<file path="src/rtl/hx711_pkg.sv">
// Shared types and constants for the HX711 weight filter: state encoding,
// data widths, saturation limits and the 16-bit saturating helper.
package hx711_pkg;

  typedef enum logic [1:0] {
    ST_FILL,
    ST_TARE,
    ST_RUN
  } state_t;

  localparam int RAW_W    = 24;
  localparam int WEIGHT_W = 16;
  localparam int DIFF_W   = RAW_W + 1;
  localparam int PROD_W   = DIFF_W + 18;

  localparam logic signed [WEIGHT_W-1:0] SAT_MAX = 16'sh7FFF;
  localparam logic signed [WEIGHT_W-1:0] SAT_MIN = 16'sh8000;

  function automatic logic signed [WEIGHT_W-1:0] saturate(input logic signed [PROD_W-1:0] v);
    if (v > PROD_W'(SAT_MAX)) begin
      return SAT_MAX;
    end else if (v < PROD_W'(SAT_MIN)) begin
      return SAT_MIN;
    end else begin
      return v[WEIGHT_W-1:0];
    end
  endfunction

endpackage

</file>
<file path="src/rtl/hx711_weight_filter_if.sv">
// Sample-in / weight-out bus between the HX711 driver, the filter and the
// display/control logic.
interface hx711_weight_filter_if;
  import hx711_pkg::*;

  logic        [RAW_W-1:0]    sample_in;
  logic                       sample_valid;
  logic                       tare_req;
  logic signed [WEIGHT_W-1:0] weight_out;
  logic                       weight_valid;
  logic                       tare_busy;
  logic                       stable;

  modport master (
    output sample_in, sample_valid, tare_req,
    input  weight_out, weight_valid, tare_busy, stable
  );

  modport slave (
    input  sample_in, sample_valid, tare_req,
    output weight_out, weight_valid, tare_busy, stable
  );

endinterface

</file>
<file path="src/rtl/hx711_ring_avg.sv">
// Sliding window over the last 2^AVG_LOG2 raw samples with a running sum;
// sum_next exposes the post-update sum so the tare can capture it on the same edge.
module hx711_ring_avg
  import hx711_pkg::*;
#(
  parameter int AVG_LOG2 = 3
) (
  input  logic                             clk,
  input  logic                             rst,
  input  logic                             in_valid,
  input  logic        [RAW_W-1:0]          in_data,
  output logic signed [RAW_W+AVG_LOG2-1:0] sum,
  output logic signed [RAW_W+AVG_LOG2-1:0] sum_next,
  output logic                             sum_valid
);

  localparam int DEPTH = 1 << AVG_LOG2;
  localparam int SUM_W = RAW_W + AVG_LOG2;

  logic        [RAW_W-1:0]    ring_q [DEPTH];
  logic        [AVG_LOG2-1:0] wr_ptr_q;
  logic signed [SUM_W-1:0]    new_ext;
  logic signed [SUM_W-1:0]    old_ext;

  // The slot about to be overwritten always holds the oldest sample.
  assign new_ext  = {{AVG_LOG2{in_data[RAW_W-1]}}, in_data};
  assign old_ext  = {{AVG_LOG2{ring_q[wr_ptr_q][RAW_W-1]}}, ring_q[wr_ptr_q]};
  assign sum_next = sum + new_ext - old_ext;

  always_ff @(posedge clk) begin
    if (rst) begin
      for (int i = 0; i < DEPTH; i++) begin
        ring_q[i] <= '0;
      end
      wr_ptr_q  <= '0;
      sum       <= '0;
      sum_valid <= 1'b0;
    end else begin
      sum_valid <= in_valid;
      if (in_valid) begin
        ring_q[wr_ptr_q] <= in_data;
        wr_ptr_q         <= wr_ptr_q + 1'b1;
        sum              <= sum_next;
      end
    end
  end

endmodule

</file>
<file path="src/rtl/hx711_weight_filter.sv">
// HX711 raw-count to grams: moving average, tare, scaling and saturation.
// Optional settle detector enabled by defining HX711_STABILITY_DETECT_EN.
module hx711_weight_filter
  import hx711_pkg::*;
#(
  parameter int          AVG_LOG2      = 3,
  parameter logic [17:0] SCALE_MUL     = 18'd1000,
  parameter int          SCALE_SHIFT   = 16,
  parameter bit          TARE_ON_RESET = 1'b1,
  parameter int          STABLE_TOL    = 2,
  parameter int          STABLE_CNT    = 8
) (
  input logic                  clk,
  input logic                  rst,
  hx711_weight_filter_if.slave bus
);

  localparam int                       SUM_W    = RAW_W + AVG_LOG2;
  localparam logic [5:0]               LAST_CNT = 6'((1 << AVG_LOG2) - 1);
  localparam logic signed [PROD_W-1:0] MUL_EXT  = PROD_W'(SCALE_MUL);

  logic signed [SUM_W-1:0]    sum_q;
  logic signed [SUM_W-1:0]    sum_next;
  logic                       sum_valid;
  state_t                     state_q;
  logic        [5:0]          cnt_q;
  logic signed [RAW_W-1:0]    offset_q;
  logic                       emit_q;
  logic                       busy_q;
  logic                       tare_enter;
  logic signed [DIFF_W-1:0]   diff_q;
  logic signed [PROD_W-1:0]   prod_q;
  logic                       v1_q;
  logic                       v2_q;
  logic                       wvalid_q;
  logic signed [WEIGHT_W-1:0] weight_q;

  hx711_ring_avg #(
    .AVG_LOG2 (AVG_LOG2)
  ) u_ring (
    .clk       (clk),
    .rst       (rst),
    .in_valid  (bus.sample_valid),
    .in_data   (bus.sample_in),
    .sum       (sum_q),
    .sum_next  (sum_next),
    .sum_valid (sum_valid)
  );

  assign tare_enter = bus.tare_req && (state_q != ST_TARE);

  // emit_q marks whether the sample accepted on this edge should reach the output.
  always_ff @(posedge clk) begin
    if (rst) begin
      state_q  <= TARE_ON_RESET ? ST_TARE : ST_FILL;
      busy_q   <= TARE_ON_RESET;
      cnt_q    <= '0;
      offset_q <= '0;
      emit_q   <= 1'b0;
    end else begin
      emit_q <= 1'b0;
      if (tare_enter) begin
        state_q <= ST_TARE;
        busy_q  <= 1'b1;
        cnt_q   <= bus.sample_valid ? 6'd1 : 6'd0;
      end else if (bus.sample_valid) begin
        case (state_q)
          ST_FILL: begin
            if (cnt_q == LAST_CNT) begin
              state_q <= ST_RUN;
              cnt_q   <= '0;
              emit_q  <= 1'b1;
            end else begin
              cnt_q <= cnt_q + 6'd1;
            end
          end
          ST_TARE: begin
            if (cnt_q == LAST_CNT) begin
              offset_q <= RAW_W'(sum_next >>> AVG_LOG2);
              state_q  <= ST_RUN;
              busy_q   <= 1'b0;
              cnt_q    <= '0;
            end else begin
              cnt_q <= cnt_q + 6'd1;
            end
          end
          ST_RUN:  emit_q <= 1'b1;
          default: state_q <= ST_FILL;
        endcase
      end
    end
  end

  always_ff @(posedge clk) begin
    if (rst) begin
      v1_q     <= 1'b0;
      v2_q     <= 1'b0;
      wvalid_q <= 1'b0;
      diff_q   <= '0;
      prod_q   <= '0;
      weight_q <= '0;
    end else begin
      v1_q     <= sum_valid && emit_q;
      diff_q   <= DIFF_W'(sum_q >>> AVG_LOG2) - DIFF_W'(offset_q);
      v2_q     <= v1_q;
      prod_q   <= PROD_W'(diff_q) * MUL_EXT;
      wvalid_q <= v2_q;
      if (v2_q) begin
        weight_q <= saturate(prod_q >>> SCALE_SHIFT);
      end
    end
  end

  assign bus.weight_out   = weight_q;
  assign bus.weight_valid = wvalid_q;
  assign bus.tare_busy    = busy_q;

`ifdef HX711_STABILITY_DETECT_EN
  localparam int                   SCW = $clog2(STABLE_CNT + 1);
  localparam int                   DW  = WEIGHT_W + 1;
  localparam logic signed [DW-1:0] TOL = DW'(STABLE_TOL);

  logic signed [DW-1:0]       delta;
  logic                       in_tol;
  logic        [SCW-1:0]      scnt_q;
  logic        [SCW-1:0]      scnt_next;
  logic signed [WEIGHT_W-1:0] prev_q;
  logic                       stable_q;

  always_comb begin
    delta     = DW'(weight_q) - DW'(prev_q);
    in_tol    = (delta <= TOL) && (delta >= -TOL);
    scnt_next = '0;
    if (in_tol) begin
      scnt_next = (scnt_q == SCW'(STABLE_CNT)) ? scnt_q : scnt_q + 1'b1;
    end
  end

  // Each new output is judged against the one before it; a tare restarts settling.
  always_ff @(posedge clk) begin
    if (rst) begin
      prev_q   <= '0;
      scnt_q   <= '0;
      stable_q <= 1'b0;
    end else begin
      if (wvalid_q) begin
        prev_q <= weight_q;
      end
      if (tare_enter) begin
        scnt_q   <= '0;
        stable_q <= 1'b0;
      end else if (wvalid_q) begin
        scnt_q   <= scnt_next;
        stable_q <= (scnt_next >= SCW'(STABLE_CNT));
      end
    end
  end

  assign bus.stable = stable_q;
`else
  assign bus.stable = (STABLE_TOL < 0) && (STABLE_CNT < 0);
`endif

endmodule
</file>
<file path="src/flat_wrapper.sv">
// flat-port wrapper written by rule: the top's interface ports become plain ports
module hx711_weight_filter_flat import hx711_pkg::*;
#(
  parameter int          AVG_LOG2      = 3,
  parameter logic [17:0] SCALE_MUL     = 18'd1000,
  parameter int          SCALE_SHIFT   = 16,
  parameter bit          TARE_ON_RESET = 1'b1,
  parameter int          STABLE_TOL    = 2,
  parameter int          STABLE_CNT    = 8
)
  (clk, rst, bus_sample_in, bus_sample_valid, bus_tare_req, bus_weight_out, bus_weight_valid, bus_tare_busy, bus_stable);
  hx711_weight_filter_if bus_i ();
  input logic clk;
  input logic rst;
  input wire logic [$bits(bus_i.sample_in)-1:0] bus_sample_in;
  input wire logic [$bits(bus_i.sample_valid)-1:0] bus_sample_valid;
  input wire logic [$bits(bus_i.tare_req)-1:0] bus_tare_req;
  output wire logic [$bits(bus_i.weight_out)-1:0] bus_weight_out;
  output wire logic [$bits(bus_i.weight_valid)-1:0] bus_weight_valid;
  output wire logic [$bits(bus_i.tare_busy)-1:0] bus_tare_busy;
  output wire logic [$bits(bus_i.stable)-1:0] bus_stable;
  assign bus_i.sample_in = bus_sample_in;
  assign bus_i.sample_valid = bus_sample_valid;
  assign bus_i.tare_req = bus_tare_req;
  assign bus_weight_out = bus_i.weight_out;
  assign bus_weight_valid = bus_i.weight_valid;
  assign bus_tare_busy = bus_i.tare_busy;
  assign bus_stable = bus_i.stable;
  hx711_weight_filter #(.AVG_LOG2(AVG_LOG2), .SCALE_MUL(SCALE_MUL), .SCALE_SHIFT(SCALE_SHIFT), .TARE_ON_RESET(TARE_ON_RESET), .STABLE_TOL(STABLE_TOL), .STABLE_CNT(STABLE_CNT)) u_core (.clk(clk), .rst(rst), .bus(bus_i));
endmodule
</file>
<file path="config.mk">
export PLATFORM = sky130hd
export DESIGN_NAME = hx711_weight_filter_flat
export DESIGN_NICKNAME = d
export VERILOG_FILES = /design/src/rtl/hx711_pkg.sv /design/src/rtl/hx711_weight_filter_if.sv /design/src/rtl/hx711_ring_avg.sv /design/src/rtl/hx711_weight_filter.sv /design/src/flat_wrapper.sv
export SDC_FILE = /design/constraint.sdc
export NUM_CORES = 1
export LEC_CHECK = 0
export CAP_MARGIN = 20
export CELL_PAD_IN_SITES_DETAIL_PLACEMENT = 1
export CELL_PAD_IN_SITES_GLOBAL_PLACEMENT = 2
export CORE_MARGIN = 8
export CORE_UTILIZATION = 42
export CTS_CLUSTER_DIAMETER = 60
export DETAILED_ROUTE_END_ITERATION = 6
export GPL_TIMING_DRIVEN = 0
export PLACE_DENSITY = 0.81
export SETUP_SLACK_MARGIN = 0.4
export SLEW_MARGIN = 40
export SYNTH_ARGS = -nofsm -noshare
export SYNTH_HDL_FRONTEND = slang
export SYNTH_SLANG_ARGS = --single-unit
</file>
<file path="constraint.sdc">
create_clock -name clk -period 5.7 [get_ports clk]
set_input_delay 0.57 -clock clk [delete_from_list [all_inputs] [get_ports clk]]
set_output_delay 0.57 -clock clk [all_outputs]
set_load 0.1 [all_outputs]
</file>
==> flow_summary_export.csv <==
group,metric,value,unit
placed_design,gp_congestion,0.8707,
worst_setup_path,worst_ep_required_time,6140,ps
min_path,min_from,"u_core.bus.tare_busy",
floorplanning,fp.dieW,241.7,µm
worst_setup_path,cp_top_family,"adder cells",
worst_setup_path,cp_slowest_cell,"fa_1",
global_routing,busiest_layer,"met2",
logic_synthesis,synth-main-ff-cell,"edfxtp_1",
route,remaining_drc_errors,0,
logic_synthesis,async_flop_share,0,%
final_layout,register_area,0.008408,mm²
sta,tightestPinTransition,853.3,ps
sta,slew_violations,0,
final_layout,fill_cells,5583,
logic_synthesis,yosysTopAreaCell,"edfxtp_1",
sta,max_freq,0.1989,GHz
worst_setup_path,r2r_start,"u_core.diff_q[7]",
logic_synthesis,syn_avg_cell_area,10.32,µm²
floorplanning,start_util,42.57,%
cts,postCtsHoldBufs,0,
status,outcome,"finished clean",
final_layout,drive_above_1_share,9.923,%
sta,clock_skew,25.27,ps
worst_setup_path,reg2reg_depth,14,
cts,numCtsBuffers,44,
worst_setup_path,cp-end-kind,"flip-flop",
logic_synthesis,synth_edf_count,192,
cts,cts_sinks,324,
logic_synthesis,yosys-top-cells-area,"edfxtp_1 27%, dfxtp_1 12%, fa_1 11%",
global_routing,grt_util_all_layers,20.48,%
route,wire_per_inst,21.02,µm
min_path,whs_endpoint,"u_core.bus.tare_busy",
cts,htreeDepth,2,
worst_setup_path,max_stage_delay,520,ps
sta,hold_viol_final,0,
worst_setup_path,critPathKind,"reg2reg",
floorplanning,dieArea,0.05843,mm²
logic_synthesis,synth_cells,2073,
final_layout,layout_common_cells,"301 x inv_1, 192 x edfxtp_1, 141 x ha_1",
final_layout,fin_nets,2454,
route,via_count,15694,
cts,ctsLongestPathBuffers,3,
logic_synthesis,syn-num-nets,2363,
worst_setup_path,path_common_cell,"fa_1",
global_routing,grt_util_met2,38.97,%
run,cap_violations,0,
route,drt_wl_total,60300,µm
placed_design,io_buffers,45,
cts,clk_pin_slew_worst_paths,60,ps
logic_synthesis,ys_seq_area_share,39.29,%
floorplanning,io_pins,47,
min_path,hold_path_depth,1,
final_layout,antenna_cells,0,
global_routing,met3_usage,2.646,%
global_routing,grt_pass1_vias,17411,
logic_synthesis,synth-seq-cells,324,
sta,fin_setup_tns,0,ps
route,drt-pass1-iter-count,4,
min_path,min_path_type,"reg2reg",
sta,period_needed,5028,ps
final_layout,multiInputGateArea,0.01136,mm²
worst_setup_path,arrival,5470,ps
placed_design,dp_hpwl,47170,µm
cts,root_buffer,"clkbuf_16",
floorplanning,fp.dieH,241.7,µm
logic_synthesis,ys_warn_count,0,
worst_setup_path,crit_fanout,4,
final_layout,area_growth,12.23,%
global_routing,grt_max_degree,25,
route,vias_per_cell,5.470,
worst_setup_path,crit_buf_inv,2,
worst_setup_path,r2r_slack,670,ps
floorplanning,num_rows,82,
sta,slew_headroom,43.12,%
global_routing,antenna_found_initial,0,
worst_setup_path,cp_cell_sequence,"inv_1, fa_1, fa_1, inv_1, fa_1, fa_1, ha_1, a21oi_1, nand2_1, a211oi_2, o31a_2, o21ai_0, a311oi_1, mux2_2",
logic_synthesis,synth_cell_types,80,
worst_setup_path,cp-start-kind,"flip-flop",
cts,insertion_delay,570,ps
global_routing,grt_pass1_wl,95700,µm
sta,finalCritPeriodShare,88.21,%
route,drt_iter0_drc,623,
final_layout,layout_commonest_cell,"inv_1",
global_routing,gr-usage-met1,22.66,%
route,ant_nets,0,
logic_synthesis,netlist_area,0.02140,mm²
sta,grt_setup_unrepaired,"no",
floorplanning,core_region_area,0.05027,mm²
logic_synthesis,synth_top_cell_area_share,26.94,%
cts,cts_tree,"yes",
sta,setup_violations,0,
global_routing,overflow,0,
worst_setup_path,reg2reg_to,"u_core.prod_q[27]",
## metrics by stage
| stage | area [µm²] | worst slack (ps) | instances | hold slack (ps) | util [%] |
|---|---|---|---|---|---|
| 6_report | 24020 | 672.1 | 2869 | 448.6 | 47.77 |
| 5_1_grt | 24020 | 437.4 | 2869 | 464.4 | 47.77 |
| 4_1_cts | 24000 | 552.6 | 2869 | 453.7 | 47.75 |
| 3_5_place_dp | 22620 | 588.2 | 2790 | 441.8 | 44.99 |
| 3_3_place_gp | 22690 | 627.0 | 2790 | 436.2 | 45.14 |
| 2_1_floorplan | 21400 | 1214 | 2073 | 395.2 | - |
## state kept, by name, summed over array words and instances, names as in the netlist, 2 cells and up, named ones only
register and flops:
u_core.cnt_q 6, u_core.u_ring.sum 27, u_core.state_q 2, u_core.u_ring.wr_ptr_q 3, u_core.bus.weight_out 16, u_core.offset_q 24, u_core.diff_q 25, u_core.prod_q 20
u_core.u_ring.ring_q 192
## cells in the mapped netlist (15+ instances only)
cell type,count
edfxtp_1,192
nand2_1,91
a21o_1,46
a211oi_1,15
o21a_1,16
nor3_1,98
ha_1,141
nand2b_1,24
dfxtp_1,132
buf_1,16
nor2_1,102
nor2b_1,22
fa_1,121
mux2_2,31
xnor2_1,21
nor4_1,99
o21ai_0,67
inv_1,301
clkbuf_1,81
a21oi_1,106
and2_1,34
xor2_1,21
nand3_1,34
mux4_2,48
mux2i_1,15
or3_1,16
clkinv_1,23
## cell type report
class,count,share of cell area [%]
well taps,672,3.501
multi-input cells,1316,47.32
flip-flops and latches,324,35.01
clock inverters,26,0.9534
plain buffers,109,1.844
repair buffers,45,1.500
clock buffers,53,4.809
inverters,324,5.064
## how the worst max path moves through the flow
stage	from	endpoint	cells after the start
6_report	u_core.diff_q[7]	u_core.prod_q[27]	14
5_1_grt	u_core.diff_q[24]	u_core.prod_q[35]	15
4_1_cts	flip-flop	u_core.u_ring.sum[24]	15
3_5_place_dp	u_core.diff_q[23]	u_core.prod_q[31]	18
3_3_place_gp	u_core.diff_q[23]	u_core.prod_q[31]	18
2_1_floorplan	u_core.diff_q[19]	u_core.prod_q[32]	17
## layer usage
layer / vias up / share of wire [%]
met5: - / 0
met1: 7822 / 40
met3: 123 / 3.0
li1: 7473 / -
met4: 0 / 4.1
met2: 276 / 53
## worst reg2reg max path: cells and delay by family (launching register included)
| family | cells | cell delay (ps) |
|---|---|---|
| fa+ha+maj | 5 | 2350 |
| simple gates | 1 | 100 |
| mux | 1 | 370 |
| flops | 1 | 460 |
| compound gates | 5 | 1400 |
| buf+inv | 2 | 240 |
## cells by family (layout without fill, tap and decap cells)
family,Yosys count,in the layout,share of synthesized area (%)
buf+inv,433,557,7.706
compound gates,338,338,10.13
fa+ha+maj,262,262,19.56
mux,94,94,7.384
other cells,1,1,0.01752
simple gates,579,579,14.20
xor+xnor,42,42,1.719
flops,324,324,39.29
## repair_timing
item / in CTS / in global routing
gates resized for setup: 0 / 4
buffers inserted: 0 / 0
setup endpoints to repair: 0 / 4
endpoints found under the hold margin: 0 / 0
Power is left out: the tool's default activity adds up to more than one toggle a clock period on the data nets, which glitch-free logic cannot reach.
